==> config.mk <==
export PLATFORM = sky130hd
export DESIGN_NAME = cuppa_trig_gen
export DESIGN_NICKNAME = d
export VERILOG_FILES = /design/src/rtl/cuppa_trig_pkg.sv /design/src/rtl/cuppa_trig_chan_cmp.sv /design/src/rtl/cuppa_trig_gen.sv
export SDC_FILE = /design/constraint.sdc
export NUM_CORES = 1
export LEC_CHECK = 0
export CAP_MARGIN = 20
export CORE_MARGIN = 10
export CORE_UTILIZATION = 44
export CTS_CLUSTER_SIZE = 12
export DETAILED_ROUTE_END_ITERATION = 10
export PLACE_DENSITY_LB_ADDON = 0.2
export SYNTH_ARGS = -nofsm -noshare
export SYNTH_HDL_FRONTEND = slang
export SYNTH_SLANG_ARGS = --single-unit
==> constraint.sdc <==
create_clock -name clk -period 2 [get_ports clk]
set_clock_uncertainty 0.1 [all_clocks]
set_input_delay 0.6 -clock clk [delete_from_list [all_inputs] [get_ports clk]]
set_output_delay 0.6 -clock clk [all_outputs]
set_load 0.01 [all_outputs]
==> src/rtl/cuppa_trig_pkg.sv <==
// Shared types and constants for the CUPPA trigger generator.
// Latency: n/a (package only).
// Backpressure: n/a.
// Contents: FSM state enum, trigger mode bit indices, mode-match helper.
package cuppa_trig_pkg;

  typedef enum logic [1:0] {
    IDLE    = 2'd0,
    ARMED   = 2'd1,
    FIRE    = 2'd2,
    HOLDOFF = 2'd3
  } trig_state_t;

  // Bit positions inside the packed mode vector, same order as the
  // cuppa_trig configuration bundle.
  localparam int MODE_ET = 0;
  localparam int MODE_GT = 1;
  localparam int MODE_LT = 2;
  localparam int MODE_W  = 3;

  // Enabled compare modes are OR'd; an all-zero mode vector never matches.
  function automatic logic mode_match(input logic [MODE_W-1:0] mode,
                                      input logic is_gt,
                                      input logic is_lt,
                                      input logic is_eq);
    return (mode[MODE_GT] & is_gt) | (mode[MODE_LT] & is_lt) | (mode[MODE_ET] & is_eq);
  endfunction

endpackage

==> src/rtl/cuppa_trig_chan_cmp.sv <==
// Per-channel threshold compare with crossing detection.
// Latency: hit asserts one cycle after the qualifying valid sample.
// Backpressure: none; every valid sample is consumed.
// Ports: clk/rst, sample + adc_valid, en (global & channel enable),
//        mode (ET/GT/LT), thresh (unsigned), hit (entry into condition).
module cuppa_trig_chan_cmp
  import cuppa_trig_pkg::*;
#(
  parameter int ADC_W = 12
) (
  input  logic              clk,
  input  logic              rst,
  input  logic [ADC_W-1:0]  sample,
  input  logic              adc_valid,
  input  logic              en,
  input  logic [MODE_W-1:0] mode,
  input  logic [ADC_W-1:0]  thresh,
  output logic              hit
);

  logic cond;
  logic cond_q;
  logic prev_q;
  logic upd_q;

  assign cond = en & mode_match(mode, sample > thresh, sample < thresh, sample == thresh);

  always_ff @(posedge clk) begin
    if (rst) begin
      cond_q <= 1'b0;
      prev_q <= 1'b0;
      upd_q  <= 1'b0;
    end else begin
      // upd_q marks that cond_q/prev_q just advanced, so a crossing is
      // reported once per valid sample and never on idle cycles.
      upd_q <= adc_valid;
      if (adc_valid) begin
        cond_q <= cond;
        prev_q <= cond_q;
      end
    end
  end

  assign hit = upd_q & cond_q & ~prev_q;

endmodule

==> src/rtl/cuppa_trig_gen.sv <==
// Multi-channel threshold / external trigger generator with holdoff.
// Latency: valid sample at n -> trig_out at n+2 (armed at n+1); ext edge at m -> trig_out at m+1.
// Backpressure: none; hits seen outside ARMED are dropped.
// Ports: adc_data/adc_valid/chan_en samples, trig_* config, ext_trig_*,
//        arm strobe, holdoff; outputs trig_out pulse, trig_chan/trig_ext
//        source flags, armed, saturating trig_count.
module cuppa_trig_gen
  import cuppa_trig_pkg::*;
#(
  parameter int N_CHAN    = 2,
  parameter int ADC_W     = 12,
  parameter int HOLDOFF_W = 16,
  parameter int CNT_W     = 32
) (
  input  logic                    clk,
  input  logic                    rst,
  input  logic [N_CHAN*ADC_W-1:0] adc_data,
  input  logic                    adc_valid,
  input  logic [N_CHAN-1:0]       chan_en,
  input  logic                    trig_et,
  input  logic                    trig_gt,
  input  logic                    trig_lt,
  input  logic                    trig_run,
  input  logic [ADC_W-1:0]        trig_thresh,
  input  logic                    thresh_trig_en,
  input  logic                    ext_trig_en,
  input  logic                    ext_trig_in,
  input  logic                    arm,
  input  logic [HOLDOFF_W-1:0]    holdoff,
  output logic                    trig_out,
  output logic [N_CHAN-1:0]       trig_chan,
  output logic                    trig_ext,
  output logic                    armed,
  output logic [CNT_W-1:0]        trig_count
);

  logic [MODE_W-1:0]    mode;
  logic [N_CHAN-1:0]    hit;
  logic                 ext_q;
  logic                 ext_hit;
  logic                 any_hit;
  trig_state_t          state;
  trig_state_t          state_nxt;
  trig_state_t          rearm_state;
  logic [HOLDOFF_W-1:0] hold_cnt;
  logic [N_CHAN-1:0]    chan_lat;
  logic                 ext_lat;

  always_comb begin
    mode          = '0;
    mode[MODE_ET] = trig_et;
    mode[MODE_GT] = trig_gt;
    mode[MODE_LT] = trig_lt;
  end

  for (genvar c = 0; c < N_CHAN; c++) begin : g_chan
    cuppa_trig_chan_cmp #(
      .ADC_W(ADC_W)
    ) u_cmp (
      .clk       (clk),
      .rst       (rst),
      .sample    (adc_data[c*ADC_W +: ADC_W]),
      .adc_valid (adc_valid),
      .en        (thresh_trig_en & chan_en[c]),
      .mode      (mode),
      .thresh    (trig_thresh),
      .hit       (hit[c])
    );
  end

  // Edge tracking runs in every state so a level held through holdoff
  // cannot produce a late trigger when the block re-arms.
  assign ext_hit = ext_trig_en & ext_trig_in & ~ext_q;
  assign any_hit = (|hit) | ext_hit;

  always_ff @(posedge clk) begin
    if (rst) begin
      state      <= IDLE;
      ext_q      <= 1'b0;
      hold_cnt   <= '0;
      chan_lat   <= '0;
      ext_lat    <= 1'b0;
      trig_count <= '0;
    end else begin
      state <= state_nxt;
      ext_q <= ext_trig_in;
      if (state == ARMED && any_hit) begin
        chan_lat <= hit;
        ext_lat  <= ext_hit;
      end
      if (state == FIRE) begin
        hold_cnt <= holdoff;
        if (trig_count != '1) trig_count <= trig_count + CNT_W'(1);
      end else if (state == HOLDOFF) begin
        hold_cnt <= hold_cnt - HOLDOFF_W'(1);
      end
    end
  end

  always_comb begin
    state_nxt   = state;
    rearm_state = trig_run ? ARMED : IDLE;
    trig_out    = 1'b0;
    trig_chan   = '0;
    trig_ext    = 1'b0;
    armed       = 1'b0;
    case (state)
      IDLE: begin
        if (trig_run || arm) state_nxt = ARMED;
      end
      ARMED: begin
        armed = 1'b1;
        if (any_hit) state_nxt = FIRE;
      end
      FIRE: begin
        trig_out  = 1'b1;
        trig_chan = chan_lat;
        trig_ext  = ext_lat;
        state_nxt = (holdoff == '0) ? rearm_state : HOLDOFF;
      end
      HOLDOFF: begin
        // Counter starts at holdoff in the first HOLDOFF cycle, so leaving
        // when it shows 1 yields exactly holdoff dead cycles.
        if (hold_cnt <= HOLDOFF_W'(1)) state_nxt = rearm_state;
      end
      default: state_nxt = IDLE;
    endcase
  end

endmodule

==> results.yml, run 1 <==
yosys:
  synthCells: 465
  synth_edf_count: 0
  synthAdderAreaFrac: 0.0889
  ys_seq_elements: 59
  synth_compound_area_frac: 0.225
  yosysWarnings: 0
  yosysTopAreaCell: "dfxtp_1"
  synthXorXnorAreaFrac: 0.0277
  synth_top_cell_area_share: 0.311
  synthesis.nets: 557
  avgSynthCellArea_um2: 8.17
  ys_seq_area_frac: 0.311
  syn-cell-area_um2: 3800
  synthSimpleGateAreaFrac: 0.266
  synthFlopType: "dfxtp_1"
  yosys-top-cells-area: "dfxtp_1 31%, ha_1 8.9%, a21oi_1 6.2%, nor2_1 3.7%, o21ai_0 3.4%"
  synth_mux_area_frac: 0.0161
  synth.distinct_cells: 67
  async_flop_share: 0
  synth_top_family_by_area: "simple AND/OR/NAND/NOR gates"
cells_and_area:
  ff_latch_area_um2: 1210
  nets: 727
  drive_above_1_share: 0.302
  area_growth_syn_to_layout_pct: 60.8
  fin_util: 0.736
  diodes: 0
  multi_input_area_um2: 2850
  nFillCells: 632
route:
  dr.pass1.iters: 4
  post-route-drc-count: 0
  vias: 4173
  drt_wl_total_um: 12300
  antenna_left: 0
  routedWlPerCell_um: 16.5
  viasPerCell: 5.60
  drtIter0Drc: 137
timing:
  slew_headroom: 0.545
  setup_viol: 0
  tns_ps: 0
  hold_violations: 0
  min_period_ps: 1990
  clock.fmax_ghz: 0.502
  hold_ws_ps: 359
  finalCritPeriodShare: 0.996
  tightest_slew_ps: 673
  slew_viol_final: 0
  rsz0062_at_grt: "yes"
floorplan:
  dieHeight_um: 113
  rows: 33
  fp.dieArea_um2: 12700
  die_w_um: 113
  start_util: 0.458
  core_area_um2: 8300
  ios: 102
global_route:
  globalRoute.totalOverflow: 0
  grt_pass1_vias: 4097
  grt_max_degree: 31
  track_usage: 0.178
  grt_pass1_wl_um: 19400
  antenna_found_initial: 0
pwr:
  p_per_area_nw_per_um2: 564
  p_int_mw: 2.44
  clockPowerShare: 0.396
  total_power_mw: 3.45
  p_seq_frac: 0.368
  peakVddDrop_mv: 0.308
  pwr-share-comb: 0.236
  switchingPower_mw: 1.01
  swShare: 0.293
  leakagePower_nw: 2.55
setup_path:
  path_max_fanout: 7
  cp-end-kind: "register"
  worstSetupPathType: "reg -> reg"
  max_stage_delay_ps: 660
  cp_slowest_cell: "or4_4"
  crit_required_ps: 2140
  worst_ep_arrival_time_ps: 2130
  worstPathCellList: "nand4_1, or4_4, buf_6, o311ai_4, xor2_1, nor2_1"
  crit_family: "simple AND/OR/NAND/NOR gates"
  cp-start-kind: "register"
  crit_buf_inv: 1
clocking:
  cts_sinks: 59
  hold_buffers: 0
  ctsRootBufferMaster: "clkbuf_8"
  cts.reportedPaths.clkPinSlew_ps: 80
  clock_path_buffers: 2
  cts_tree: "done"
  clock_latency_ps: 340
  htree_levels: 3
  cts_made_buffers: 9
place:
  gp_congestion: 0.859
  portBuffers: 101
  hpwl_um: 8620
outcome:
  status: "completed"
hold_path:
  hold_path_class: "reg -> reg"
flow_run:
  maxCapViolations: 0
## repair_timing
action / in CTS / in global routing
endpoints found under the setup margin: 51 / 34
buffers inserted: 8 / 7
pin swaps: 44 / 43
gates cloned: 1 / 0
hold endpoints to repair: 0 / 0
resized for setup: 135 / 56
## per-layer routing
layer / vias to the layer above / wire [um] / global-route usage / part of all wire
li1: 2077 / - / - / -
met1: 1957 / 5140 / 0.206 / 0.42
met2: 121 / 6200 / 0.311 / 0.50
met3: 18 / 753 / 0.0523 / 0.061
met4: 0 / 214 / 0.0525 / 0.017
met5: - / 0 / 0 / 0
## flip-flops by register name, indices dropped and copies added (netlist names)
register             count
trig_count              32
hold_cnt                16
chan_lat                 2
g_chan.u_cmp.cond_q      2
g_chan.u_cmp.prev_q      2
state                    2
ext_lat                  1
ext_q                    1
g_chan.u_cmp.upd_q       1
## worst min-delay path, cell delays in order, from the launching register on
cell and delay, ps:
dfxtp_1 310, nand2_1 50, a21oi_1 50
## Yosys cell counts, drive strengths merged, types with 4 or more instances
master	number
o32ai	4
a211oi	10
or4	5
nor3	14
nand2b	4
nor4	11
mux2i	5
nand2	31
a21oi	47
xnor2	5
nand4	19
o31ai	5
inv	29
o2111ai	4
nand3	10
nor2b	8
nor2	37
buf	5
and4	4
and3	4
ha	27
clkbuf	15
xor2	7
o21ai	30
or3	21
o21a	8
dfxtp	59
## final cells by class
cell class,instances,share of cell area
flip-flops and latches,59,0.197
clock buffers,9,0.0203
multi-input cells,355,0.466
clock inverters,7,0.0203
repair buffers,181,0.257
inverters,29,0.0178
well taps,105,0.0215
## per-stage QoR
stage / setup slack [ps] / instance area (um2) / instances
2_1_floorplan: 8.79 / 3800 / 465
3_3_place_gp: -543 / 5300 / 713
3_5_place_dp: -642 / 5300 / 713
4_1_cts: -41.0 / 5850 / 738
5_1_grt: -61.0 / 6110 / 745
6_report: 7.78 / 6110 / 745
## power by group through the flow
stage | clock network (mW) | registers, mW | logic (mW)
after CTS | 1.39 | 1.26 | 0.783
after global placement | 0 | 1.29 | 0.721
after detailed placement | 0 | 1.29 | 0.736
final | 1.37 | 1.27 | 0.812
after global routing | 1.42 | 1.27 | 0.905
after floorplan | 0 | 1.28 | 0.458
## worst paths after layout
check / start / endpoint / slack [ps] / cells past startpoint
worst min-delay path: chan_lat[1]$_SDFFE_PP0P_ / chan_lat[1]$_SDFFE_PP0P_ / 360 / 2
worst max register to register: trig_count[18]$_SDFFE_PP0P_ / trig_count[9]$_SDFFE_PP0P_ / 8 / 6
worst max-delay path: trig_count[18]$_SDFFE_PP0P_ / trig_count[9]$_SDFFE_PP0P_ / 8 / 6
worst min register to register: chan_lat[1]$_SDFFE_PP0P_ / chan_lat[1]$_SDFFE_PP0P_ / 360 / 2
## cells in the final DEF, fill, tap and decap left out, types with 4 or more instances in the layout
cell type | synthesis | routed
xnor2_1 | 5 | 5
dfxtp_2 | 0 | 14
clkbuf_8 | 1 | 9
o21ai_0 | 26 | 22
buf_6 | 1 | 6
inv_2 | 0 | 11
inv_1 | 29 | 18
nor2_1 | 37 | 35
nand4_1 | 17 | 17
nand3_1 | 10 | 7
and3_1 | 4 | 4
ha_4 | 0 | 17
or3_1 | 20 | 20
buf_4 | 1 | 72
ha_1 | 27 | 10
nand2_1 | 30 | 30
dlygate4sd2_1 | 0 | 65
xor2_1 | 7 | 6
o21ai_1 | 4 | 4
o31ai_1 | 4 | 4
dlymetal6s2s_1 | 0 | 8
dfxtp_1 | 59 | 43
mux2i_1 | 5 | 5
clkdlybuf4s50_1 | 0 | 19
nor2b_1 | 8 | 8
nor4_1 | 8 | 7
clkdlybuf4s15_1 | 0 | 6
nor3_1 | 14 | 11
a21oi_1 | 47 | 44
a211oi_1 | 10 | 8
o21a_1 | 8 | 8
o21ai_2 | 0 | 4
## kinds of logic after synthesis
| kind of cell | count (synthesis) |
|---|---|
| simple gates | 178 |
| compound gates | 132 |
| flops | 59 |
| buf+inv | 51 |
| fa+ha+maj | 27 |
| xor+xnor | 12 |
| mux | 6 |
(Power assumes the default switching activity.)
==> inputs of run 2 (changes only) <==
Settings changed: GPL_ROUTABILITY_DRIVEN from default to 0, PLACE_DENSITY from default to 0.75, PLACE_DENSITY_LB_ADDON 0.2 to default.
==> run 2 against run 1 <==
The flow now finishes with violations (negative setup slack). Clock-buffer cell count stayed put. Maximum frequency is 0.65% lower. First-iteration DRC count is 42% higher. Critical path type is now in -> reg.
==> results.yml, run 2 (synthesis results as in run 1) <==
setup_path:
  r2r_slack_ps: 30
  path_max_fanout: 3
  reg2reg_from: "trig_count[23]$_SDFFE_PP0P_"
  r2r-end: "trig_count[1]$_SDFFE_PP0P_"
  worstRegToRegCells: 6
  cp-start-kind: "input port"
  worstSetupPathType: "in -> reg"
  worst_ep_arrival_time_ps: 2160
  cp-end-kind: "register"
  crit_required_ps: 2160
pwr:
  peakVddDrop_mv: 0.428
  leakagePower_nw: 2.51
  p_per_area_nw_per_um2: 562
route:
  routedWlPerCell_um: 17.6
  dr.pass1.iters: 5
  post-route-drc-count: 0
  viasPerCell: 5.76
  drt_wl_total_um: 13000
  vias: 4264
  antenna_left: 0
  drtIter0Drc: 194
clocking:
  clock_latency_ps: 340
  clock_path_buffers: 2
  cts_tree: "done"
  cts.reportedPaths.clkPinSlew_ps: 70
  cts_made_buffers: 9
  hold_buffers: 0
  ctsRootBufferMaster: "clkbuf_8"
  htree_levels: 3
  cts_sinks: 59
floorplan:
  die_w_um: 113
  rows: 33
  core_area_um2: 8300
  ios: 102
  start_util: 0.458
  dieHeight_um: 113
  fp.dieArea_um2: 12700
global_route:
  grt_pass1_wl_um: 20900
  globalRoute.totalOverflow: 0
  grt_pass1_vias: 4341
  antenna_found_initial: 0
  grt_max_degree: 31
  track_usage: 0.193
cells_and_area:
  fin_cells: 740
  top_regs: "trig_count (32), hold_cnt (16)"
  diodes: 0
  nets: 722
  largest_register: "trig_count"
  finalInstanceArea_um2: 5960
  mostFrequentLayoutCell: "buf_4"
  mostFrequentLayoutCells: "71 x buf_4, 67 x dlygate4sd2_1, 44 x dfxtp_1"
  drive_above_1_share: 0.301
  area_growth_syn_to_layout_pct: 57.0
  largest_reg_flops: 32
timing:
  hold_violations: 0
  slew_viol_final: 0
  hold_ws_ps: 359
  finalWorstSetupSlack_ps: -5.24
  min_period_ps: 2010
  finalCritPeriodShare: 1.00
  clock.fmax_ghz: 0.499
  tightest_slew_ps: 575
  setup_viol: 1
  slew_headroom: 0.612
  rsz0062_at_grt: "yes"
flow_run:
  maxCapViolations: 0
place:
  postPlaceCellArea_um2: 5330
  numPlacedInstances: 717
  portBuffers: 101
  hpwl_um: 8900
  place_ws_ps: -640
hold_path:
  hold_depth: 2
  hold_path_class: "reg -> reg"
  min_to: "chan_lat[0]$_SDFFE_PP0P_"
  worstHoldStart: "chan_lat[0]$_SDFFE_PP0P_"
outcome:
  violations: "negative setup slack"
  status: "complete, but fails checks"
-- run 2: per-stage QoR --
stage	total power, mW	setup TNS (ps)	util
6_report	3.35	-5.24	0.719
5_1_grt	3.52	-353	0.719
4_1_cts	3.32	-16.2	0.697
3_5_place_dp	2.04	-2330	0.642
3_3_place_gp	2.01	-1980	0.642
2_1_floorplan	1.74	0	-
-- run 2: per-layer routing --
layer / vias to the layer above / part of all wire / wire length (um) / track usage
met5: - / 0 / 0 / 0
met4: 0 / 0.018 / 229 / 0.0474
met3: 23 / 0.068 / 880 / 0.0502
met2: 158 / 0.51 / 6700 / 0.349
met1: 2011 / 0.40 / 5220 / 0.219
li1: 2072 / - / - / -
-- run 2: how the worst max path moves through the flow --
stage | startpoint | endpoint | slack, ps | cells after the start
after floorplan | trig_count[26]$_SDFFE_PP0P_ | trig_count[1]$_SDFFE_PP0P_ | 9 | 6
after global routing | trig_count[21]$_SDFFE_PP0P_ | trig_count[1]$_SDFFE_PP0P_ | -70 | 6
after CTS | state[0]$_SDFFE_PP0P_ | trig_out | -20 | 3
after detailed placement | trig_thresh[1] | g_chan[0].u_cmp.cond_q$_SDFFE_PP0P_ | -640 | 8
after global placement | trig_thresh[1] | g_chan[0].u_cmp.cond_q$_SDFFE_PP0P_ | -520 | 8
final | adc_data[23] | g_chan[1].u_cmp.cond_q$_SDFFE_PP0P_ | -5 | 7
-- run 2: layout make-up --
| cell class | instances | area (um2) |
|---|---|---|
| multi-input combinational | 355 | 2820 |
| fill | 607 | 2340 |
| timing repair buffer | 176 | 1480 |
| sequential | 59 | 1200 |
| tap | 105 | 131 |
| clock buffer | 9 | 124 |
| inverter | 29 | 109 |
| clock inverter | 7 | 101 |
-- run 2: where the power goes --
part           switching [mW]  total (mW)  internal (mW)
Combinational           0.455       0.850          0.394
Sequential             0.0480        1.27           1.22
Clock                   0.525        1.23          0.709
-- run 2: timing repair --
action | 4_1_cts | 5_1_grt
endpoints found under the hold margin | 0 | 0
gates cloned | 0 | 0
endpoints found under the setup margin | 49 | 28
resized for setup | 133 | 54
setup buffers | 3 | 4
pin swaps | 36 | 20
-- run 2: worst max-delay path, stage by stage --
cell and delay (ps):
dlygate4sd2_1 270, ha_4 300, nand4_1 200, buf_4 210, a211oi_4 240, a2111oi_4 100
o32ai_2 240
